==> src/rtl/fpu_types_pkg.sv <==
// Shared half-precision field widths, the per-entry class type and the
// special encodings produced by the upstream multiplier.
package fpu_types_pkg;

    localparam int HALF_FLOAT_W    = 16;
    localparam int HALF_EXPONENT_W = 5;
    localparam int HALF_FRACTION_W = 10;
    localparam int HALF_CLASS_W    = 5;

    localparam logic [HALF_FLOAT_W-1:0] HALF_QNAN     = 16'hFFFF;
    localparam logic [HALF_FLOAT_W-1:0] HALF_SNAN_OVF = 16'hFDFF;
    localparam logic [HALF_FLOAT_W-1:0] HALF_SIGN_MASK = 16'h8000;

    // One-hot (or all-zero for normals); zero sits in the MSB.
    typedef struct packed {
        logic zero;
        logic sub;
        logic inf;
        logic qnan;
        logic snan;
    } half_class_t;

endpackage

==> src/rtl/fp16_classify.sv <==
// Purely combinational half-precision classifier: zero, subnormal,
// infinity, quiet NaN, signalling NaN, or none of these for normals.
module fp16_classify
    import fpu_types_pkg::*;
(
    input  logic [HALF_FLOAT_W-1:0] i_product,
    output half_class_t             o_class
);

    logic [HALF_FLOAT_W-1:0]    w_magnitude;
    logic [HALF_EXPONENT_W-1:0] w_exp;
    logic [HALF_FRACTION_W-1:0] w_mant;
    logic                       w_exp_zero;
    logic                       w_exp_ones;
    logic                       w_mant_zero;

    // Sign never affects the class, so strip it before splitting fields.
    assign w_magnitude = i_product & ~HALF_SIGN_MASK;
    assign w_exp       = w_magnitude[HALF_FLOAT_W-2 -: HALF_EXPONENT_W];
    assign w_mant      = w_magnitude[HALF_FRACTION_W-1:0];

    assign w_exp_zero  = (w_exp == '0);
    assign w_exp_ones  = (w_exp == '1);
    assign w_mant_zero = (w_mant == '0);

    always_comb begin
        o_class      = '0;
        o_class.zero = w_exp_zero &  w_mant_zero;
        o_class.sub  = w_exp_zero & ~w_mant_zero;
        o_class.inf  = w_exp_ones &  w_mant_zero;
        o_class.qnan = w_exp_ones &  w_mant[HALF_FRACTION_W-1];
        o_class.snan = w_exp_ones & ~w_mant[HALF_FRACTION_W-1] & ~w_mant_zero;
    end

endmodule

==> src/rtl/fp16_mult_result_stage.sv <==
// Result queue behind the fp16 multiplier: classifies each accepted product,
// buffers it with its class in a FWFT FIFO, and keeps sticky flags and an SNaN count.
module fp16_mult_result_stage
    import fpu_types_pkg::*;
#(
    parameter int DEPTH = 4,
    parameter int CNT_W = 8
) (
    input  logic                       CLK,
    input  logic                       nRST,
    input  logic                       in_valid,
    input  logic [HALF_FLOAT_W-1:0]    in_product,
    output logic                       in_ready,
    output logic                       out_valid,
    input  logic                       out_ready,
    output logic [HALF_FLOAT_W-1:0]    out_result,
    output logic [HALF_CLASS_W-1:0]    out_flags,
    output logic [HALF_CLASS_W-1:0]    sticky_flags,
    input  logic                       flags_clear,
    output logic [CNT_W-1:0]           snan_count,
    output logic [$clog2(DEPTH):0]     occupancy
);

    localparam int AW = $clog2(DEPTH);
    localparam logic [AW:0] FULL_COUNT = (AW+1)'(DEPTH);

    logic [HALF_FLOAT_W-1:0] r_data  [DEPTH];
    half_class_t             r_class [DEPTH];
    logic [AW-1:0]           r_wr_ptr;
    logic [AW-1:0]           r_rd_ptr;
    logic [AW:0]             r_count;
    logic [HALF_CLASS_W-1:0] r_sticky;
    logic [CNT_W-1:0]        r_snan_cnt;

    half_class_t             w_class;
    logic                    w_full;
    logic                    w_empty;
    logic                    w_push;
    logic                    w_pop;
    logic [HALF_CLASS_W-1:0] w_sticky_next;
    logic [CNT_W-1:0]        w_cnt_base;
    logic [CNT_W-1:0]        w_cnt_next;

    fp16_classify u_classify (
        .i_product (in_product),
        .o_class   (w_class)
    );

    assign w_full  = (r_count == FULL_COUNT);
    assign w_empty = (r_count == '0);
    assign w_push  = in_valid & ~w_full;
    assign w_pop   = out_ready & ~w_empty;

    assign in_ready  = ~w_full;
    assign out_valid = ~w_empty;
    assign occupancy = r_count;

    // Storage is never reset; gating by emptiness keeps the head clean.
    assign out_result = w_empty ? '0 : r_data[r_rd_ptr];
    assign out_flags  = w_empty ? '0 : r_class[r_rd_ptr];

    always_ff @(posedge CLK) begin
        if (w_push) begin
            r_data[r_wr_ptr]  <= in_product;
            r_class[r_wr_ptr] <= w_class;
        end
    end

    always_ff @(posedge CLK or negedge nRST) begin
        if (!nRST) begin
            r_wr_ptr <= '0;
            r_rd_ptr <= '0;
            r_count  <= '0;
        end else begin
            if (w_push) begin
                r_wr_ptr <= r_wr_ptr + AW'(1);
            end
            if (w_pop) begin
                r_rd_ptr <= r_rd_ptr + AW'(1);
            end
            case ({w_push, w_pop})
                2'b10:   r_count <= r_count + (AW+1)'(1);
                2'b01:   r_count <= r_count - (AW+1)'(1);
                default: r_count <= r_count;
            endcase
        end
    end

    // A clear wipes history but a product accepted in the same cycle still counts.
    assign w_sticky_next = (flags_clear ? '0 : r_sticky) | (w_push ? w_class : '0);
    assign w_cnt_base    = flags_clear ? '0 : r_snan_cnt;
    assign w_cnt_next    = (w_push && w_class.snan && !(&w_cnt_base))
                           ? w_cnt_base + CNT_W'(1) : w_cnt_base;

    always_ff @(posedge CLK or negedge nRST) begin
        if (!nRST) begin
            r_sticky   <= '0;
            r_snan_cnt <= '0;
        end else begin
            r_sticky   <= w_sticky_next;
            r_snan_cnt <= w_cnt_next;
        end
    end

    assign sticky_flags = r_sticky;
    assign snan_count   = r_snan_cnt;

endmodule

==> config.mk <==
export PLATFORM = sky130hd
export DESIGN_NAME = fp16_mult_result_stage
export DESIGN_NICKNAME = d
export VERILOG_FILES = /design/src/rtl/fpu_types_pkg.sv /design/src/rtl/fp16_classify.sv /design/src/rtl/fp16_mult_result_stage.sv
export SDC_FILE = /design/constraint.sdc
export NUM_CORES = 1
export LEC_CHECK = 0
export CAP_MARGIN = 20
export CELL_PAD_IN_SITES_DETAIL_PLACEMENT = 0
export CELL_PAD_IN_SITES_GLOBAL_PLACEMENT = 1
export CORE_MARGIN = 2
export CORE_UTILIZATION = 46
export CTS_BUF_LIST = sky130_fd_sc_hd__clkbuf_16
export DETAILED_ROUTE_END_ITERATION = 6
export GPL_TIMING_DRIVEN = 0
export PLACE_DENSITY = 0.9
export SKIP_CTS_REPAIR_TIMING = 1
export SYNTH_ARGS = -nofsm -noshare
export SYNTH_HDL_FRONTEND = slang
export SYNTH_SLANG_ARGS = --single-unit
==> constraint.sdc <==
create_clock -name CLK -period 2.75 [get_ports CLK]
set_clock_uncertainty 0.15 [all_clocks]
set_input_delay 0.55 -clock CLK [delete_from_list [all_inputs] [get_ports CLK]]
set_output_delay 0.55 -clock CLK [all_outputs]
set_load 0.005 [all_outputs]
==> results.toml, run 1 <==
[global_routing]
grt.total_usage_pct = 17.06
grt_overflow = 0
antenna_found_initial = 0
grt_pass1_wl_um = 12790
grt_max_degree = 22
grt_pass1_vias = 2414

[timing]
tightest_slew_ns = 0.9413
layout_setup_ws_ns = 0.08440
finalCriticalPeriod_ns = 2.666
fmaxAchievable_mhz = 375.2
slew_violations = 0
max_slew_margin_pct = 37.05
hold_violations = 0
rsz0062_at_grt = "false"
setup_violations = 0
finalCritPeriodShare_pct = 96.93

[worst_setup_path]
path_buf_inv = 1
cp-start-kind = "register"
crit_fanout = 5
end_kind = "output pin"
arrival_ns = 1.97
rr_worst_depth = 9
crit_required_ns = 2.05
path_class = "register to output pin"
r2r_start = "occupancy[1]$_DFFE_PN0P_"
crit_family = "multiplexers"
crit_chain = "mux4_2 > and2_1 > clkdlybuf4s50_1"
slowest_stage = "mux4_2"
critPathMaxStageDelay_ns = 0.53
r2r_slack_ns = 0.26
reg2reg_to = "occupancy[2]$_DFFE_PN0P_"

[yosys]
syn-instance-count = 250
synth_nets = 278
synth_commonest_cells = "84 x edfxtp_1, 23 x and2_1, 21 x mux4_2"
syn_area_mm2 = 0.004324
ys_ff_latch = 104
async_reset_ff_share_pct = 19.23
synth_most_common_cell = "edfxtp_1"
ys_types = 35
synth.yosys.seq_area_share_pct = 69.91
synth_ff_type = "edfxtp_1"
ys_top_cells_by_area = "edfxtp_1 58%, dfrtp_1 12%, mux4_2 11%"
synth_top_cell_area_share_pct = 58.33
avgSynthCellArea_um2 = 17.30
ys_warn_count = 0
synth_area_leader_cell = "edfxtp_1"
synth-edff-count = 84

[run]
cap_violations = 0

[clock_tree]
cts.sinks = 104
clkSlewWorstSetupHoldPaths_ns = 0.07
clock_path_buffers = 2
cts_tree = "yes"
cts-root-buf = "clkbuf_16"
htreeDepth = 3
numCtsBuffers = 9
clk_latency_ns = 0.34

[min_path]
holdPathEnd = "occupancy[2]$_DFFE_PN0P_"
hp-start = "occupancy[2]$_DFFE_PN0P_"
hp-class = "register to register"
holdPathStages = 1

[die]
io_pins = 60
rows = 35
dieHeight_um = 101.0
core-area_mm2 = 0.009196
dieArea_mm2 = 0.01019
start_util_pct = 47.02
fp.dieW_um = 101.0

[place]
post-dp-hpwl_um = 5091
port_buffers = 59
dp_slack_ns = -0.2859
gp_congestion = 0.7994

[detailed_routing]
drcViolationCount = 0
first_iter_violations = 105
vias_per_cell = 5.444
avgRoutedWirePerCell_um = 18.27
drt-pass1-iter-count = 4
drt-total-wl_um = 8056
vias = 2401
antenna_left = 0

[status]
status = "finished, final reports clean"

[layout]
drive_gt1_share_pct = 18.18
finalCoreUtilization_pct = 60.18
num-fill-cells = 688
num_antenna_cells = 0
area_growth_pct = 27.98
nets = 353

[pwr]
p_per_area_mw_per_mm2 = 935.1
ir_worst_vdd_uv = 399.0
p_leak_nw = 2.177
p_total_mw = 5.175
## kinds of logic after synthesis
logic type,after synthesis,share of synthesized area (%)
muxes,26,12.21
adders and majority gates,7,2.199
AOI/OAI and AO/OA,11,1.794
xor gates and xnor gates,9,1.823
DFF,104,69.91
buffers and inverters,22,1.968
and+or+nand+nor,71,10.10
## worst max path at each step
stage / from / to / cells past startpoint
6_report: r_rd_ptr[0]$_DFFE_PN0P_ / out_result[15] / 3
5_1_grt: r_rd_ptr[0]$_DFFE_PN0P_ / out_result[15] / 3
4_1_cts: r_rd_ptr[0]$_DFFE_PN0P_ / out_result[9] / 5
3_5_place_dp: in_product[9] / snan_count[4]$_DFF_PN0_ / 6
3_3_place_gp: in_product[9] / snan_count[4]$_DFF_PN0_ / 6
2_1_floorplan: occupancy[1]$_DFFE_PN0P_ / occupancy[2]$_DFFE_PN0P_ / 9
## metrics by stage
stage	TNS (ns)	hold WS, ns	area (um2)	std cells
2_1_floorplan	0	0.1044	4324	250
3_3_place_gp	-2.434	0.3488	5054	420
3_5_place_dp	-2.800	0.3481	5054	420
4_1_cts	-9.286	0.3612	5333	436
5_1_grt	0	0.4114	5534	441
6_report	0	0.3668	5534	441
## state kept, by name, indices dropped and copies added (netlist names)
| signal | count |
|---|---|
| occupancy | 3 |
| r_class | 20 |
| r_data | 64 |
| r_rd_ptr | 2 |
| r_wr_ptr | 2 |
| snan_count | 8 |
| sticky_flags | 5 |
## metal layers
layer / global-route usage, % / part of all wire, %
met3: 3.953 / 6.3
met5: 0 / 0
met1: 23.64 / 44
met2: 26.10 / 48
met4: 7.380 / 1.8
## area by class of cell
class	count	area (um2)	area share (%)
inverter	13	48.80	0.8818
timing repair buffer	65	747.0	13.50
sequential	104	3024	54.65
tap	111	138.9	2.510
clock buffer	9	225.2	4.070
clock inverter	7	53.80	0.9722
buffer	8	70.07	1.266
multi-input combinational	124	1226	22.16
## placed cells by master, fill, tap and decap left out, types with 3 or more instances in the layout
master / netlist / routed
nor2b_1: 6 / 6
dfrtp_1: 20 / 19
nand2_1: 6 / 6
a21oi_1: 4 / 4
clkdlybuf4s50_1: 0 / 38
o32ai_1: 4 / 4
xnor2_1: 6 / 6
edfxtp_1: 84 / 84
mux2_2: 3 / 3
and3_1: 7 / 7
nor2_1: 11 / 11
dlymetal6s2s_1: 0 / 21
clkbuf_16: 0 / 9
inv_1: 13 / 13
ha_1: 6 / 6
and2_1: 23 / 23
xor2_1: 3 / 3
mux4_2: 21 / 21
nand4_1: 4 / 4
## where the power goes
| part | total (mW) | switching, mW | internal, mW |
|---|---|---|---|
| logic | 1.84 | 0.736 | 1.10 |
| clock network | 1.19 | 0.567 | 0.624 |
| registers | 2.15 | 0.122 | 2.02 |
Power figures use the tool's default switching activity.
==> run 2, diff against run 1 <==
--- a/config.mk
+++ b/config.mk
@@ -9,11 +9,11 @@
 export CELL_PAD_IN_SITES_DETAIL_PLACEMENT = 0
 export CELL_PAD_IN_SITES_GLOBAL_PLACEMENT = 1
 export CORE_MARGIN = 2
-export CORE_UTILIZATION = 46
+export CORE_UTILIZATION = 49
 export CTS_BUF_LIST = sky130_fd_sc_hd__clkbuf_16
 export DETAILED_ROUTE_END_ITERATION = 6
 export GPL_TIMING_DRIVEN = 0
-export PLACE_DENSITY = 0.9
+export PLACE_DENSITY = 0.95
 export SKIP_CTS_REPAIR_TIMING = 1
 export SYNTH_ARGS = -nofsm -noshare
 export SYNTH_HDL_FRONTEND = slang
==> constraint.sdc (replaced) <==
create_clock -name CLK -period 3.25 [get_ports CLK]
set_clock_uncertainty 0.15 [all_clocks]
set_input_delay 0.65 -clock CLK [delete_from_list [all_inputs] [get_ports CLK]]
set_output_delay 0.65 -clock CLK [all_outputs]
set_load 0.005 [all_outputs]
==> run 2 against run 1 <==
- first-iteration DRC count increased by 4.8%
- sequential power decreased by 16%
- worst hold slack got worse by 0.0048 ns
- via count increased by 0.46%
- critical path depth increased by 1
- worst setup slack improved by 0.063 ns
- largest cell class unchanged
- total power decreased by 15%
==> results.toml, run 2 (synthesis gave the netlist of run 1 again) <==
[layout]
finalCoreUtilization_pct = 62.63
num_antenna_cells = 0
regMostFlops = "r_data"
final_common_cell = "edfxtp_1"
drive_gt1_share_pct = 15.90
final_cells = 435
nets = 350
largest_reg_flops = 64
area_growth_pct = 25.09
mostFrequentLayoutCells = "84 x edfxtp_1, 59 x clkdlybuf4s50_1, 23 x and2_1"
final_cell_area_mm2 = 0.005409

[clock_tree]
cts.sinks = 104
cts-root-buf = "clkbuf_16"
htreeDepth = 3
numCtsBuffers = 9
clk_latency_ns = 0.35
cts_tree = "yes"
clock_path_buffers = 2
clkSlewWorstSetupHoldPaths_ns = 0.07

[detailed_routing]
avgRoutedWirePerCell_um = 18.76
drt-total-wl_um = 8159
first_iter_violations = 110
antenna_left = 0
drt-pass1-iter-count = 4
vias_per_cell = 5.545
vias = 2412
drcViolationCount = 0

[timing]
finalCriticalPeriod_ns = 3.103
tightest_slew_ns = 1.070
setup_violations = 0
hold_violations = 0
fmaxAchievable_mhz = 322.3
fin_tns_setup_ns = 0
finalCritPeriodShare_pct = 95.46
max_slew_margin_pct = 28.69
slew_violations = 0
rsz0062_at_grt = "false"

[global_routing]
grt_max_degree = 22
grt.total_usage_pct = 17.85
grt_pass1_vias = 2520
antenna_found_initial = 0
grt_overflow = 0
grt_pass1_wl_um = 12900

[worst_setup_path]
reg2reg_to = "occupancy[2]$_DFFE_PN0P_"
cp-start-kind = "register"
crit_fanout = 10
r2r_slack_ns = 0.83
crit_required_ns = 2.45
path_class = "register to output pin"
arrival_ns = 2.30
end_kind = "output pin"
rr_worst_depth = 9
r2r_start = "occupancy[0]$_DFFE_PN0P_"

[status]
status = "finished, final reports clean"

[run]
cap_violations = 0

[die]
dieHeight_um = 97.94
start_util_pct = 50.07
io_pins = 60
rows = 34
core-area_mm2 = 0.008636
dieArea_mm2 = 0.009592
fp.dieW_um = 97.94

[place]
dpl-instance-area_mm2 = 0.005050
place_inst = 417
post-dp-hpwl_um = 5253
gp_congestion = 0.7844
port_buffers = 59

[min_path]
holdPathEnd = "occupancy[2]$_DFFE_PN0P_"
hp-start = "occupancy[2]$_DFFE_PN0P_"
holdPathStages = 1
hp-class = "register to register"

[pwr]
p_per_area_mw_per_mm2 = 810.6
p_leak_nw = 1.919
ir_worst_vdd_uv = 340.1
p_total_mw = 4.384
==> run 2: cell type report <==
cell class,instances,area [um2]
Buffer,8,37.54
Timing Repair Buffer,62,660.6
Sequential cell,104,3023
Fill cell,622,3227
Tap cell,108,135.1
Clock buffer,9,225.2
Inverter,13,48.80
Clock inverter,7,62.56
Multi-Input combinational cell,124,1216
==> run 2: how the worst max path moves through the flow <==
stage                     slack (ns)  cells past startpoint                     from                      end
after floorplan                 0.90                      4  r_rd_ptr[0]$_DFFE_PN0P_           out_result[10]
after global placement          0.17                      6            in_product[9]  snan_count[4]$_DFF_PN0_
after detailed placement        0.08                      6           in_product[10]  snan_count[4]$_DFF_PN0_
after CTS                      -0.15                      5  r_rd_ptr[0]$_DFFE_PN0P_            out_result[3]
after global routing            0.04                      4  r_rd_ptr[0]$_DFFE_PN0P_            out_result[9]
final                           0.15                      4  r_rd_ptr[1]$_DFFE_PN0P_             out_flags[0]
==> run 2: where the power goes <==
group / internal (mW) / total, mW / switching [mW] / leakage, nW
Combinational: 0.916 / 1.54 / 0.623 / 0.728
Sequential: 1.71 / 1.81 / 0.0959 / 1.05
Clock: 0.536 / 1.04 / 0.500 / 0.144
==> run 2: routing by layer <==
metal | GRT usage [%] | vias to the layer above | wire [um]
li1 | - | 1096 | -
met1 | 22.99 | 1224 | 3407
met2 | 30.19 | 78 | 4145
met3 | 3.436 | 14 | 443
met4 | 7.051 | 0 | 163
met5 | 0 | - | 0
==> run 2: worst max-delay path, cell delays in order, from the launching register on <==
cell             delay [ns]
dfrtp_1                0.40
clkbuf_1               0.53
mux4_2                 0.41
and2_1                 0.17
clkdlybuf4s50_1        0.44
==> run 2: per-stage QoR <==
step | setup WS [ns] | hold WS (ns)
floorplan | 0.8972 | 0.2044
finish | 0.1474 | 0.3621
global route | 0.03709 | 0.3903
detailed placement | 0.08022 | 0.3520
CTS | -0.1503 | 0.3622
global placement | 0.1667 | 0.3502
